### src/rtl/iir_coeff_ctrl.sv
// Coefficient bank controller for the biquad notch stage: shadow bank, preset load,
// atomic commit in an idle sample slot, readback verify and post-update bypass.
module iir_coeff_ctrl #(
  parameter int COEFF_WIDTH    = 20,
  parameter int COEFF_DEPTH    = 5,
  parameter int NOTCH_DEFAULT  = 2,
  parameter int GAP_TIMEOUT    = 64,
  parameter int SETTLE_SAMPLES = 4
) (
  input  logic                                   clk,
  input  logic                                   rst,
  input  logic                                   cfg_wr_en,
  input  logic [2:0]                             cfg_addr,
  input  logic [COEFF_WIDTH-1:0]                 cfg_wdata,
  input  logic [2:0]                             cfg_rd_addr,
  output logic [COEFF_WIDTH-1:0]                 cfg_rdata,
  output logic [COEFF_WIDTH-1:0]                 live_rdata,
  input  logic                                   preset_load,
  input  logic [1:0]                             preset_sel,
  input  logic                                   commit_req,
  input  logic                                   bypass_cfg,
  input  logic                                   valid_in,
  output logic                                   coeff_wr_en,
  output logic [COEFF_DEPTH-1:0][COEFF_WIDTH-1:0] coeff_in,
  input  logic [COEFF_DEPTH-1:0][COEFF_WIDTH-1:0] coeff_out,
  output logic                                   iir_bypass,
  output logic                                   busy,
  output logic                                   commit_done,
  output logic                                   cfg_err,
  output logic                                   verify_err,
  output logic                                   forced_commit
);

  localparam int GW = $clog2(GAP_TIMEOUT + 1);
  localparam int SW = $clog2(SETTLE_SAMPLES + 2);

  typedef logic [COEFF_DEPTH-1:0][COEFF_WIDTH-1:0] bank_t;

  typedef enum logic [2:0] {
    S_IDLE, S_WAIT_GAP, S_COMMIT, S_VERIFY, S_SETTLE, S_DONE
  } state_t;

  state_t        state;
  bank_t         shadow;
  logic [GW-1:0] gap_cnt;
  logic [SW-1:0] settle_cnt;

  // Presets differ only in the B1/A1 term that places the notch.
  function automatic bank_t preset_bank(input logic [1:0] sel);
    bank_t                  b;
    logic [COEFF_WIDTH-1:0] mid;
    case (sel)
      2'd0:    mid = COEFF_WIDTH'(20'hc8f9f);
      2'd1:    mid = COEFF_WIDTH'(20'h37061);
      default: mid = COEFF_WIDTH'(20'h5907c);
    endcase
    b    = '0;
    b[0] = COEFF_WIDTH'(20'h37061);
    b[1] = mid;
    b[2] = COEFF_WIDTH'(20'h37061);
    b[3] = mid;
    b[4] = COEFF_WIDTH'(20'h2e0c3);
    return b;
  endfunction

  logic addr_ok, sel_ok, any_req;
  assign addr_ok = int'(cfg_addr) < COEFF_DEPTH;
  assign sel_ok  = preset_sel != 2'd3;
  assign any_req = cfg_wr_en | preset_load | commit_req;

  assign coeff_in   = shadow;
  assign cfg_rdata  = (int'(cfg_rd_addr) < COEFF_DEPTH) ? shadow[cfg_rd_addr] : '0;
  assign live_rdata = (int'(cfg_rd_addr) < COEFF_DEPTH) ? coeff_out[cfg_rd_addr] : '0;

  always_ff @(posedge clk) begin
    if (rst) begin
      state         <= S_IDLE;
      shadow        <= preset_bank(2'(NOTCH_DEFAULT));
      gap_cnt       <= '0;
      settle_cnt    <= '0;
      coeff_wr_en   <= 1'b0;
      iir_bypass    <= 1'b0;
      busy          <= 1'b0;
      commit_done   <= 1'b0;
      cfg_err       <= 1'b0;
      verify_err    <= 1'b0;
      forced_commit <= 1'b0;
    end else begin
      coeff_wr_en <= 1'b0;
      commit_done <= 1'b0;
      cfg_err     <= 1'b0;
      iir_bypass  <= bypass_cfg;

      if (state != S_IDLE && any_req) cfg_err <= 1'b1;

      case (state)
        S_IDLE: begin
          // A preset wins over a same-cycle single write; the write is reported.
          if (preset_load) begin
            if (sel_ok) shadow <= preset_bank(preset_sel);
            if (!sel_ok || cfg_wr_en) cfg_err <= 1'b1;
          end else if (cfg_wr_en) begin
            if (addr_ok) shadow[cfg_addr] <= cfg_wdata;
            else         cfg_err <= 1'b1;
          end
          if (commit_req) begin
            state         <= S_WAIT_GAP;
            busy          <= 1'b1;
            verify_err    <= 1'b0;
            forced_commit <= 1'b0;
            gap_cnt       <= '0;
          end
        end

        S_WAIT_GAP: begin
          if (!valid_in) begin
            state       <= S_COMMIT;
            coeff_wr_en <= 1'b1;
          end else if (gap_cnt == GW'(GAP_TIMEOUT - 1)) begin
            state         <= S_COMMIT;
            coeff_wr_en   <= 1'b1;
            forced_commit <= 1'b1;
          end else begin
            gap_cnt <= gap_cnt + 1'b1;
          end
        end

        S_COMMIT: state <= S_VERIFY;

        S_VERIFY: begin
          if (coeff_out != shadow) verify_err <= 1'b1;
          if (SETTLE_SAMPLES > 0) begin
            state      <= S_SETTLE;
            settle_cnt <= '0;
            iir_bypass <= 1'b1;
          end else begin
            state       <= S_DONE;
            commit_done <= 1'b1;
          end
        end

        S_SETTLE: begin
          iir_bypass <= 1'b1;
          if (valid_in) begin
            if (settle_cnt == SW'(SETTLE_SAMPLES - 1)) begin
              state       <= S_DONE;
              commit_done <= 1'b1;
              iir_bypass  <= bypass_cfg;
            end else begin
              settle_cnt <= settle_cnt + 1'b1;
            end
          end
        end

        S_DONE: begin
          state <= S_IDLE;
          busy  <= 1'b0;
        end

        default: begin
          state <= S_IDLE;
          busy  <= 1'b0;
        end
      endcase
    end
  end

endmodule

### config.mk
export PLATFORM = sky130hd
export DESIGN_NAME = iir_coeff_ctrl
export DESIGN_NICKNAME = d
export VERILOG_FILES = /design/src/rtl/iir_coeff_ctrl.sv
export SDC_FILE = /design/constraint.sdc
export NUM_CORES = 1
export LEC_CHECK = 0
export ABC_CLOCK_PERIOD_IN_PS = 2100
export BUFFER_PORTS_ARGS = -buffer_cell sky130_fd_sc_hd__buf_2
export CAP_MARGIN = 10
export CELL_PAD_IN_SITES_DETAIL_PLACEMENT = 1
export CELL_PAD_IN_SITES_GLOBAL_PLACEMENT = 1
export CORE_UTILIZATION = 35
export CTS_BUF_LIST = sky130_fd_sc_hd__clkbuf_4
export DETAILED_ROUTE_END_ITERATION = 6
export GPL_TIMING_DRIVEN = 0
export PLACE_DENSITY = 0.84
export SETUP_SLACK_MARGIN = 0.5
export SKIP_CTS_REPAIR_TIMING = 1
export SYNTH_ARGS = -nofsm -noshare
export SYNTH_HDL_FRONTEND = slang
export SYNTH_SLANG_ARGS = --single-unit
### constraint.sdc
create_clock -name clk -period 2.1 [get_ports clk]
set_clock_uncertainty 0.15 [all_clocks]
set_input_delay 0.21 -clock clk [delete_from_list [all_inputs] [get_ports clk]]
set_output_delay 0.21 -clock clk [all_outputs]
set_load 0.01 [all_outputs]
== After elaboration in Yosys (flattened, before gate mapping) ==
Cells that the tools add are included.
Word-level totals
  register bits after elaboration: 120
  bits in latches: 0
  RAM bits: 0
  bits in read-only memories: 0
  logic and storage cells: 116
  memories kept: 0
Operators by class
  add/sub/neg operators: 2
  multipliers: 0
  div/mod/pow operators: 0
  $lt $le $gt $ge: 5
  equal/unequal tests: 19
  shifts and indexed selects: 0
  mux-type cells: 47
  bitwise logic cells: 6
  reduce and logical (&&, ||, !) cells: 22
Operator list (number)
  100-bit 2-to-1 mux: 4
  20-bit binary-select mux with 3-bit select: 2
  100-bit bitwise mux: 1
  20-bit 2-to-1 mux: 5
  100-bit inequality test: 1
  20-bit demux with 3-bit select: 1
  20-bit case mux with 2 select lines: 1
  3-bit 2-to-1 mux: 7
  7-bit 2-to-1 mux: 3
  2-bit inequality test (second input constant): 9
  1-bit 2-to-1 mux: 16
  4-bit AND reduction: 4
  3-bit case mux with 5 select lines: 1
  7-bit case mux with 2 select lines: 1
  2-bit nonzero test: 5
  3-bit by 2-bit == test with 1-bit output (second input constant): 3
  3-bit by 4-bit < comparator with 1-bit output (second input constant): 2
  1-bit case mux with 2 select lines: 4
  7-bit by 1-bit adder with 7-bit output (second input constant): 1
  7-bit by 6-bit == test with 1-bit output (second input constant): 1
  3-bit < comparator (second input constant): 2
  3-bit case mux with 2 select lines: 1
  3-bit AND reduction: 2
  1-bit inverter: 4
  other kinds (18): 20

== Depth between registers and ports, before layout ==
  word-level depth: 8
  gate-level depth with buffers: 9
  mapped depth without buffers: 6

== Worst setup path after synthesis ==
Ideal clock, no wire load.
  path type: register -> register
  from: reg state[2]
  to: reg shadow (netlist bit coeff_in[86])
  setup time: 0.120 ns
  arrival time: 1.624 ns
  data required time: 1.830 ns
  path slack: 0.206 ns
  cell stages (with the launch flop): 8
  path buffers: 2
  path through: dfxtp_1 buf_6 or3_4 nor3b_4 and3_1 buf_4 a22oi_1 or2_1
On the way
  longest elaborated chain between the ends: 2
Ends and longest elaborated chain
  start, declared: RTL line 43  | state_t state;
  start signal, assigned: RTL line 77  | state <= S_IDLE;
  start signal, assigned: RTL line 107  | state <= S_WAIT_GAP;
  start signal, assigned: RTL line 117  | state <= S_COMMIT;
  3-bit zero test: RTL line 96  | case (state)
  4-bit AND reduction (no line)
  end signal, assigned: RTL line 78  | shadow <= preset_bank(2'(NOTCH_DEFAULT));
  end signal, assigned: RTL line 100  | if (sel_ok) shadow <= preset_bank(preset_sel);
  end signal, assigned by index: RTL line 103  | if (addr_ok) shadow[cfg_addr] <= cfg_wdata;
  end, declared: RTL line 44  | bank_t shadow;
No other way between the ends.
A chain may end at the register's enable or synchronous reset.

== Final worst setup path ==
  from: reg shadow (netlist bit coeff_in[84])
  to: reg verify_err
On the way
  longest elaborated chain between the ends: 3
Ends and longest elaborated chain
  100-bit inequality test: RTL line 131  | if (coeff_out != shadow) verify_err <= 1'b1;
  2-bit inequality test (no line)
  3-bit AND reduction (no line)
  end signal, assigned: RTL line 86  | verify_err <= 1'b0;
  end signal, assigned: RTL line 109  | verify_err <= 1'b0;
  end signal, assigned: RTL line 131
  end, declared: RTL line 30  | output logic verify_err,
No other way between the ends.

==> summary.txt <==
Setup path
  • CP arrival: ~3.5 ns
  • Worst Setup SP: coeff_in[84]$_SDFFE_PP0P_
  • Largest stage delay, worst path: 1.23 ns
  • RR Startpoint: coeff_in[84]$_SDFFE_PP0P_
  • Reg-to-Reg End: verify_err$_SDFFE_PP0P_
  • CP Launch Type: register
  • Reg-to-reg slack, setup: -1.05 ns
  • Crit Path Class: reg -> reg
  • Worst Setup End Kind: register
  • R2R cell count: 5
  • CP required: 2.42 ns
  • WP buf/inv: 0
  • Crit path to: verify_err$_SDFFE_PP0P_
  • WP depth: 5
  • CP max FO: 4
  • CP top delay family: simple AND/OR/NAND/NOR gates
  • Critical Path Slowest Stage Cell: nor4_1
  • CP Cell Sequence: xor2_1 > nor4_1 > nand4_1 > nor4_4 > a2111oi_0

Layout
  • Commonest non-fill, non-tap cells in the layout: buf_2, xor2_1, nor2_1, buf_4, dfxtp_2
  • Layout cells sized above 1: 0.5920
  • Final nets: 1,483
  • Commonest non-fill, non-tap cell in the layout: buf_2
  • Fin util: 0.6068
  • Syn-to-layout area delta: 68.78%
  • Fill count: 2,449

Global routing
  • Initial antenna violation count: 9
  • Vias in the first global route: 8,853
  • Largest net degree at the start of global routing: 17
  • GRT Util Overall: 0.3517
  • First-pass GRT wire length: 56,670 µm
  • Global route overflow: 0

Die
  • Core outline area: 21,150 µm²
  • # rows: between 50 and 60
  • Full die area: 22,320 µm²
  • Die width: 149.4 µm
  • Die Ht: about 150 µm
  • Initial core utilization: 0.3596
  • Boundary pin count: about 280

Synth
  • Synthesized area per cell: between 8 and 9 µm²
  • Mapped Nets: 1,040
  • Yosys warns: 0
  • Largest cells by area after synthesis: dfxtp_1, mux4_2, xor2_1
  • Sequential cell area fraction in the yosys report: 0.3158
  • Yosys top cell area share: 0.3158
  • Ys async rst share: 0
  • Primary FF master, synth: dfxtp_1
  • Yosys top cell by area: dfxtp_1
  • Synthesized flop and latch total: 120
  • Mapped Area: 7606 µm²
  • Post-synthesis instance total: around 900
  • EDFF count, synth: 0
  • Cell variety after synth: 48

STA
  • Slew headroom: -0.008578
  • Post-route setup slack: -1.054 ns
  • Setup tns final: -3.440 ns
  • Part of the cycle the worst path needs: 1.502
  • Count of final hold-check violations: 1
  • Worst Tran Pin Value: between 1 and 1.5 ns
  • Endpoints failing setup: between 50 and 60
  • Worst hold slack: -0.02306 ns
  • Achievable frequency: around 320 MHz
  • RSZ-0062 raised after global routing: true
  • Final slew viol count: 1
  • Min Tclk post-route: 3.154 ns

Run
  • Max cap viols: 1

Clock tree
  • Clk buf depth: 2
  • CTS Root Buffer Type: clkbuf_4
  • Clk pin slew, worst setup/hold paths: 0.16 ns
  • CTS buffer count: 17
  • H-tree Lvls: 4
  • CTS tree: yes
  • Worst-skew pair later-pin latency: 0.63 ns
  • Clock sink total: 120

Power
  • Peak supply drop: 0.4569 mV
  • Cell leakage power: 0.005423 µW
  • P per Cell Area: between 500 and 600 nW/µm²

Routing
  • Pre-antenna DRT Iters: 7
  • Final ANT Viol Nets: 0
  • Routed WL: 54,890 µm
  • Iteration-0 DRC Markers: 1,090
  • WL/cell: 33.57 µm
  • Residual DRC: 0
  • Vias/cell: 6.654
  • Via count: 10,880

Run status
  • Status: finished with violations
  • Failing checks: negative hold slack, max-capacitance violations, max-slew violations, negative setup slack

Worst hold path
  • Hold Crit Start: cfg_addr[1]
  • Min-Delay Path Class: in -> reg

Placed design
  • DPL Wire Length: 31,850 µm
  • Post-Place Worst Slack: -0.3984 ns
  • GPL Wtd Cong: 0.9802
  • Port-buffer cells: 277
kinds of logic after synthesis:
family	synth area share
multiplexers	0.1224
AO/OA/AOI/OAI	0.1627
flip-flops	0.3158
AND/OR/NAND/NOR	0.2194
adder cells (fa/ha/maj)	0.004936
buffers and inverters	0.05955
XOR/XNOR	0.1152
area by class of cell:
type / count / area [µm²] / share of cell area
plain buffers: 64 / 616.8 / 0.04805
well taps: 275 / 344.1 / 0.02680
inverters: 44 / 165.2 / 0.01287
diodes: 2 / 5.005 / 0.0003899
multi-input cells: 674 / 5874 / 0.4576
flip-flops and latches: 120 / 2611 / 0.2034
repair buffers: 424 / 2940 / 0.2290
clock inverters: 15 / 152.6 / 0.01189
clock buffers: 17 / 127.6 / 0.009941
per-stage QoR:
step / power (µW) / std cells / area, µm² / hold slack, ns
5_1_grt: 7217 / 1633 / 12830 / -0.01142
6_report: 7112 / 1635 / 12840 / -0.02306
4_1_cts: 6026 / 1486 / 9807 / -0.2435
3_3_place_gp: 4303 / 1454 / 9527 / 0.2805
2_1_floorplan: 3527 / 902 / 7796 / 0.1783
3_5_place_dp: 4349 / 1454 / 9527 / 0.3105
cells in the mapped netlist, types with 18 or more instances:
| master | number |
|---|---|
| o21ai_0 | 49 |
| nor2b_1 | 21 |
| mux4_2 | 40 |
| nor3_1 | 46 |
| nor4_1 | 26 |
| xor2_1 | 100 |
| inv_1 | 44 |
| nand2b_1 | 31 |
| nor2_1 | 113 |
| a211o_1 | 18 |
| nand2_1 | 56 |
| a21oi_1 | 31 |
| dfxtp_1 | 120 |
| a211oi_1 | 24 |
| clkbuf_1 | 41 |
| a31oi_1 | 25 |
worst min path at each step:
stage	end	slack (ns)	cells past startpoint
final	coeff_in[46]$_SDFFE_PP1P_	-0.02	4
after global routing	coeff_in[46]$_SDFFE_PP1P_	-0.01	4
after CTS	commit_done$_SDFF_PP0_	-0.24	3
after detailed placement	gap_cnt[6]$_SDFFE_PP0P_	0.31	1
after global placement	gap_cnt[6]$_SDFFE_PP0P_	0.28	1
after floorplan	commit_done$_SDFF_PP0_	0.18	2
report_power, final:
group | internal, µW | total, µW | switching, µW
Combinational | 1110 | 2710 | 1600
Sequential | 2370 | 2580 | 202
Clock | 707 | 1820 | 1120
routing by layer:
metal	wire [µm]	GRT usage	up-vias
li1	-	-	4115
met1	18040	0.4287	5227
met2	24300	0.5815	1072
met3	7129	0.08476	452
met4	5321	0.1648	14
met5	99	0	-
worst reg2reg max path, stage by stage, from the launching register on:
cell and delay, ns:
dfxtp_2 0.39, xor2_1 0.17, nor4_1 1.23, nand4_1 0.44, nor4_4 0.45, a2111oi_0 0.20
state kept, by name, indices dropped and copies added, names as in the netlist:
name,cells
coeff_wr_en,1
commit_done,1
gap_cnt,7
state,3
coeff_in,100
verify_err,1
settle_cnt,3
busy,1
cfg_err,1
iir_bypass,1
forced_commit,1
Power figures use the tool's default switching activity.
